[config.mk]
export PLATFORM = sky130hd
export DESIGN_NAME = dmem_ctrl
export DESIGN_NICKNAME = d
export VERILOG_FILES = /design/src/rtl/dmem_ctrl.sv
export SDC_FILE = /design/constraint.sdc
export NUM_CORES = 2
export LEC_CHECK = 0
export ABC_AREA = 1
export CAP_MARGIN = 10
export CORE_MARGIN = 2
export CORE_UTILIZATION = 30
export CTS_BUF_LIST = sky130_fd_sc_hd__clkbuf_4
export DETAILED_ROUTE_END_ITERATION = 10
export GPL_ROUTABILITY_DRIVEN = 1
export SETUP_SLACK_MARGIN = 0.4
export SKIP_LAST_GASP = 1
export SYNTH_ARGS = -nofsm -noshare
export SYNTH_HDL_FRONTEND = slang
export SYNTH_SLANG_ARGS = --single-unit
[constraint.sdc]
create_clock -name clk -period 8.9 [get_ports clk]
set_clock_uncertainty 0.05 [all_clocks]
set_input_delay 0.89 -clock clk [delete_from_list [all_inputs] [get_ports clk]]
set_output_delay 0.89 -clock clk [all_outputs]
set_load 0.02 [all_outputs]
[src/rtl/dmem_ctrl.sv]
// Data memory controller: one outstanding request, fixed commit latency,
// byte/half/word loads and stores with alignment and range checking.
module dmem_ctrl #(
    parameter int DEPTH   = 64,
    parameter int LATENCY = 2
) (
    input  logic        clk,
    input  logic        reset,
    input  logic        req_valid,
    output logic        req_ready,
    input  logic        req_we,
    input  logic [1:0]  req_size,
    input  logic        req_unsigned,
    input  logic [31:0] req_addr,
    input  logic [31:0] req_wdata,
    output logic        rsp_valid,
    input  logic        rsp_ready,
    output logic [31:0] rsp_rdata,
    output logic        rsp_err,
    output logic        busy
);

    localparam int AW = $clog2(DEPTH);

    typedef enum logic [1:0] {
        IDLE,
        WAIT,
        RESP
    } state_e;

    state_e      state_q, state_d;
    logic [3:0]  cnt_q, cnt_d;
    logic [31:0] addr_q, addr_d;
    logic [31:0] wdata_q, wdata_d;
    logic [1:0]  size_q, size_d;
    logic        we_q, we_d;
    logic        uns_q, uns_d;
    logic [31:0] rdata_q, rdata_d;
    logic        err_q, err_d;

    logic [31:0] mem [DEPTH];

    logic          misalign;
    logic          oob;
    logic          acc_err;
    logic          commit;
    logic          wr_en;
    logic [AW-1:0] idx;
    logic [31:0]   word;
    logic [7:0]    lb;
    logic [15:0]   lh;
    logic [31:0]   load_val;
    logic [3:0]    be;
    logic [31:0]   wd_al;

    assign misalign = (size_q == 2'b01 && addr_q[0]) ||
                      (size_q == 2'b10 && addr_q[1:0] != 2'b00);
    assign oob      = addr_q[31:2] >= 30'(DEPTH);
    assign acc_err  = (size_q == 2'b11) || misalign || oob;
    assign idx      = addr_q[AW+1:2];
    assign word     = mem[idx];
    assign commit   = reset && state_q == WAIT && cnt_q == 4'd0;
    assign wr_en    = commit && we_q && !acc_err;
    assign wd_al    = wdata_q << {addr_q[1:0], 3'b000};

    always_comb begin
        lb = word[7:0];
        unique case (addr_q[1:0])
            2'd0: lb = word[7:0];
            2'd1: lb = word[15:8];
            2'd2: lb = word[23:16];
            2'd3: lb = word[31:24];
            default: lb = word[7:0];
        endcase
        lh = addr_q[1] ? word[31:16] : word[15:0];
    end

    always_comb begin
        load_val = word;
        be       = 4'b1111;
        unique case (size_q)
            2'b00: begin
                load_val = {{24{!uns_q && lb[7]}}, lb};
                be       = 4'b0001 << addr_q[1:0];
            end
            2'b01: begin
                load_val = {{16{!uns_q && lh[15]}}, lh};
                be       = 4'b0011 << {addr_q[1], 1'b0};
            end
            default: begin
                load_val = word;
                be       = 4'b1111;
            end
        endcase
    end

    always_comb begin
        state_d = state_q;
        cnt_d   = cnt_q;
        addr_d  = addr_q;
        wdata_d = wdata_q;
        size_d  = size_q;
        we_d    = we_q;
        uns_d   = uns_q;
        rdata_d = rdata_q;
        err_d   = err_q;
        unique case (state_q)
            IDLE: begin
                if (req_valid) begin
                    state_d = WAIT;
                    cnt_d   = 4'(LATENCY);
                    addr_d  = req_addr;
                    wdata_d = req_wdata;
                    size_d  = req_size;
                    we_d    = req_we;
                    uns_d   = req_unsigned;
                end
            end
            WAIT: begin
                if (cnt_q == 4'd0) begin
                    state_d = RESP;
                    err_d   = acc_err;
                    rdata_d = (we_q || acc_err) ? 32'd0 : load_val;
                end else begin
                    cnt_d = cnt_q - 4'd1;
                end
            end
            RESP: begin
                if (rsp_ready) state_d = IDLE;
            end
            default: state_d = IDLE;
        endcase
    end

    always_ff @(posedge clk or negedge reset) begin
        if (!reset) begin
            state_q <= IDLE;
            cnt_q   <= 4'd0;
            addr_q  <= 32'd0;
            wdata_q <= 32'd0;
            size_q  <= 2'b00;
            we_q    <= 1'b0;
            uns_q   <= 1'b0;
            rdata_q <= 32'd0;
            err_q   <= 1'b0;
        end else begin
            state_q <= state_d;
            cnt_q   <= cnt_d;
            addr_q  <= addr_d;
            wdata_q <= wdata_d;
            size_q  <= size_d;
            we_q    <= we_d;
            uns_q   <= uns_d;
            rdata_q <= rdata_d;
            err_q   <= err_d;
        end
    end

    // Storage is deliberately outside the reset domain so contents survive reset.
    always_ff @(posedge clk) begin
        if (wr_en) begin
            for (int b = 0; b < 4; b++) begin
                if (be[b]) mem[idx][8*b +: 8] <= wd_al[8*b +: 8];
            end
        end
    end

    assign req_ready = reset && state_q == IDLE;
    assign rsp_valid = state_q == RESP;
    assign rsp_rdata = rsp_valid ? rdata_q : 32'd0;
    assign rsp_err   = rsp_valid && err_q;
    assign busy      = state_q != IDLE;

endmodule

Yosys cells after proc, flatten, opt, wreduce, memory -nomap -nowiden --
Memory sizes are Yosys's and may differ from the RTL's. Index checks and enable logic that the tools add are counted.
Storage, ports and cells: memories kept 1, register bits 107, output and inout bits 36, input bits 72, logic and storage cells 79, memory bits (writable) 2048
Memory list:
- mem | depth 64, bits a word 32, rd ports 1, clocked after Yosys merged registers in 0, write ports 1, line 41 | logic [31:0] mem [DEPTH];
Operators by class: reductions and logical operators 27, muxes and demuxes 25, shift operators 3, order comparisons 1, $add $sub $neg 1, equality and inequality tests 12
Operators with widths (number):
- 32-bit two-way mux | 2
- 32-bit one-hot mux with 2 select lines | 1
- 8-bit one-hot mux with 4 select lines | 1
- 32-bit by 5-bit << shifter with 32-bit output | 1
- 30-bit by 7-bit >= comparator with 1-bit output (second input constant) | 1
- 16-bit two-way mux | 1
- 4-bit one-hot mux with 2 select lines | 2
- 1-bit two-way mux | 12
- 2-bit equality test (second input constant) | 5
- 1-bit logical AND | 10
- 4-bit two-way mux | 2
- 2-bit by 1-bit equality test with 1-bit output (second input constant) | 3
- 2-bit zero test | 3
- 2-bit two-way mux | 3
- 2-bit one-hot mux with 3 select lines | 1
- 3-bit AND reduction | 2
- 2-bit nonzero test | 3
- 4-bit zero test | 1
- 1-bit logical OR | 4
- 2-bit by 1-bit != test with 1-bit output (second input constant) | 2
- 2-bit != test (second input constant) | 2
- 2-bit AND reduction | 2
- 1-bit by 2-bit << shifter with 4-bit output (first input constant) | 1
- 2-bit by 2-bit << shifter with 4-bit output (first input constant) | 1
- 2 further kinds | 3

Longest topological paths before layout --
depth in word-level cells 9, gate-level depth with buffers 22, depth with buffers taken out 19

Worst setup path after synthesis --
OpenSTA, ideal clock, no wires.
path kind reg-to-reg, start register addr_q[0], end memory mem[0][30], data pin, library setup time 0.702 ns, setup slack 4.555 ns, period minus slack after synthesis 4.345 ns, required time 8.148 ns, data arrival time 3.593 ns, buffers on the path 2, stages on the path, launching flop included 5, cells stage by stage dfrtp_1 > clkbuf_1 > clkbuf_1 > o21ai_0 > o21ai_0
Between the ends: cells in the longest elaborated chain, start to end 1
Ends and longest elaborated chain:
- start: declaration | line 33 | logic [31:0] addr_q, addr_d;
- start signal: assignment | line 149 | addr_q <= addr_d;
- 32-bit by 5-bit << shifter with 32-bit output | line 64 | assign wd_al = wdata_q << {addr_q[1:0], 3'b000};
- via wd_al[30] | line 54 | logic [31:0] wd_al;
- end: declaration | line 41
The timed path passes the listed nets, and every way through them passes these cells.

Worst setup path after layout --
start register addr_q[2], end register rdata_q[20]
Between the ends: cells in the longest elaborated chain, start to end 5, elaborated cells between the ends (all ways) 10, classes of those cells order compare: 1; mux: 4; reduce/logical: 4; memory: 1
Ends and longest elaborated chain:
- memory read 64 x 32 bit
- 8-bit one-hot mux with 4 select lines or 16-bit two-way mux (tied branches) | line 68, 75
- 1-bit logical AND (on tied branches) | line 83, 87
- 32-bit one-hot mux with 2 select lines | line 81 | unique case (size_q)
- 32-bit two-way mux * | line 123 | rdata_d = (we_q || acc_err) ? 32'd0 : load_val;
- end signal: assignment | line 154 | rdata_q <= rdata_d;
- end: declaration | line 38 | logic [31:0] rdata_q, rdata_d;
Mark *: on every way between the ends. The rest lies on a longest branch, timed or not. A chain may end at the register's enable or synchronous reset.

==> run summary <==
Power per Cell Area - 334.5 nW/um^2
Global Route Usage Sum - 18.86%
Area contributors post-synth - edfxtp_1, nand2_1, dfrtp_1
Leakage - 38.65 nW
Nets@finish - 8473
Most common cell after layout, fill and taps aside - nand2_1
Fin Setup TNS - 0 ps
Fin. max-slew vios - 0
FP Rows - 198
Util after Layout - 34.57%
Worst IR drop on VDD - 639.8 uV
Worst reg2reg path startpoint - addr_q[2]
Placer Congestion - 0.9441
DP HPWL - 168.1 mm
CP startpoint kind - flop
Vias in the first global route - 61980
Ports - 108
DR pass1 iterations - 8
Worst Path Class, Setup - flop to flop
Fin. Hold Viols - 0
First-pass GRT wire length - 414.2 mm
Post-synth EDFFs - 2048
Syn avg cell area - 11.05 sq um
Remaining Overflow, GRT - 0
Status - finished, final reports clean
Share of post-route cells with drive strength above 1 - 11.97%
Die extent in y - 545.4 um
Setup crit start - addr_q[2]
Setup Viol. Count Final - 0
Chip width - 545.4 um
Total number of yosys warnings - 0
Critical path data arrival time - 6810 ps
Post-Syn Nets - 8034
Total CTS buffers - 569
Ys flop type - edfxtp_1
Ys async rst share - 4.965%
Routed Antenna Nets - 0
Cell area after synthesis - 87940 sq um
Final WL - 288.4 mm
TritonCTS clock tree - yes
RR Endpoint - rdata_q[20]
R2R Setup Slk - 3260 ps
Worst-case reg-to-reg path depth - 16
Power, Total - 33.69 mW
Clock latency on the worst-skew pair - 1410 ps
H-tree depth - 6
Max Freq - 177.3 MHz
Clock buffer depth - 4
Worst Path Max Fanout - 174
Initial Utilization - 30.18%
DIE AREA - 297500 sq um
DP Area - 93350 sq um
WHS - 102.7 ps
Worst Path Required - 10070 ps
Largest net degree at the start of global routing - 182
Sequential area share after synthesis - 72.98%
Residual DRC - 0
Cell variety after synth - 43
Cell area after layout - 100700 sq um
Min-Delay Path Class - input port to flop
Initial antenna violation count - 19
Synth top area share - 69.93%
CP endpoint kind - flop
Via-to-Cell Ratio - 4.903
Initial DRC count - 7602
Core area - 291300 sq um
Drt wl/cell - 22.73 um
Final period utilization - 63.36%
CP endpoint - rdata_q[20]
Clk slew on worst S/H paths - 70 ps
Slew @ Worst Pin - 1334 ps
Commonest non-fill, non-tap cells in the layout - nand2_1, edfxtp_1, clkbuf_4, nor2_1, inv_1
Rel. slew slack - 10.87%
Period minus WS final - 5639 ps
RSZ-0062 raised after global routing - no
Root Driver - clkbuf_4
Max cap viols - 0
Cells after Synth - 7960
Largest area contributor in the netlist - edfxtp_1
Routed via count - 62220
Clock sink total - 2155
P&R area growth vs syn - 14.53%
Hold path start - req_addr[25]
Buffers added on ports - 107
FF+latch count, synth - 2155
-- cell usage after synthesis, drive strengths merged (6+ instances only) --
cell type	n
nand2	3897
edfxtp	2048
nor2	518
buf	279
inv	274
o21ai	192
nand3	139
clkbuf	113
nand4	109
dfrtp	107
a21oi	85
a22oi	80
o2111ai	29
or2	20
a22o	12
nor3	10
a221oi	8
o2bb2ai	7
and3	6
o211ai	6
-- registers in the layout, indices dropped and copies added, names as in the netlist --
register,count
err_q,1
cnt_q,4
size_q,2
mem,2048
uns_q,1
we_q,1
state_q,2
rdata_q,32
addr_q,32
wdata_q,32
-- worst max-delay path: stages (launching register included) --
cell     delay [ps]
dfrtp_4         690
buf_12          610
buf_4           780
buf_4           830
nand2_1         150
nand3_1         120
nand2_1          60
o21ai_0         340
nand2_1         130
nor2_1          110
nand2_1         300
nand2_1         140
nand2_1          80
nand3_1         530
nand3_1         180
nand2_1         100
nand2_1          50
-- what timing repair did --
| action | in CTS | in global routing |
|---|---|---|
| hold endpoints to repair | 90 | 0 |
| resized for setup | 0 | 0 |
| hold buffers | 54 | 0 |
| setup buffers | 0 | 0 |
| endpoints found under the setup margin | 0 | 0 |
-- metrics by stage --
| step | worst slack, ps | cells |
|---|---|---|
| 2_1_floorplan | 4555 | 7960 |
| 3_3_place_gp | 3402 | 11670 |
| 3_5_place_dp | 3469 | 11670 |
| 4_1_cts | 3435 | 12670 |
| 5_1_grt | 2983 | 12680 |
| 6_report | 3261 | 12690 |
-- per-layer routing --
metal | vias to the layer above | track usage [%] | wire length, um
li1 | 27840 | - | -
met1 | 30050 | 23.23 | 109000
met2 | 3596 | 29.46 | 130400
met3 | 709 | 5.432 | 31760
met4 | 22 | 11.06 | 17100
met5 | - | 0 | 149
-- report_power, final --
part	internal, mW	switching (mW)	total, mW	leakage (nW)
sequential	13.3	0.230	13.6	20.1
combinational	2.25	9.52	11.8	14.5
clock	4.33	4.02	8.35	4.09
-- final cells by class --
| cell class | instances | area (sq um) |
|---|---|---|
| inverters | 278 | 1071 |
| well taps | 3900 | 4880 |
| multi-input cells | 5135 | 21320 |
| clock inverters | 130 | 654.4 |
| flip-flops and latches | 2155 | 64190 |
| diodes | 17 | 42.54 |
| repair buffers | 260 | 2437 |
| fillers | 29170 | 190600 |
| clock buffers | 815 | 6118 |
-- how the worst min path moves through the flow --
stage | end | slack (ps) | cells after the start
after floorplan | addr_q[26] | 390 | 2
after global placement | addr_q[26] | 410 | 2
after detailed placement | addr_q[26] | 410 | 2
after CTS | addr_q[25] | 10 | 3
after global routing | addr_q[25] | 50 | 3
final | addr_q[25] | 100 | 3
-- logic make-up (layout without fill, tap and decap cells) --
family	after synthesis	in the layout	synth area share [%]
AOI/OAI and AO/OA	428	428	2.955
other	0	17	0
and+or+nand+nor	4705	4705	20.79
adders and majority gates	2	2	0.02845
DFF	2155	2155	72.98
buffers and inverters	670	1483	3.248
Power figures use the tool's default switching activity.
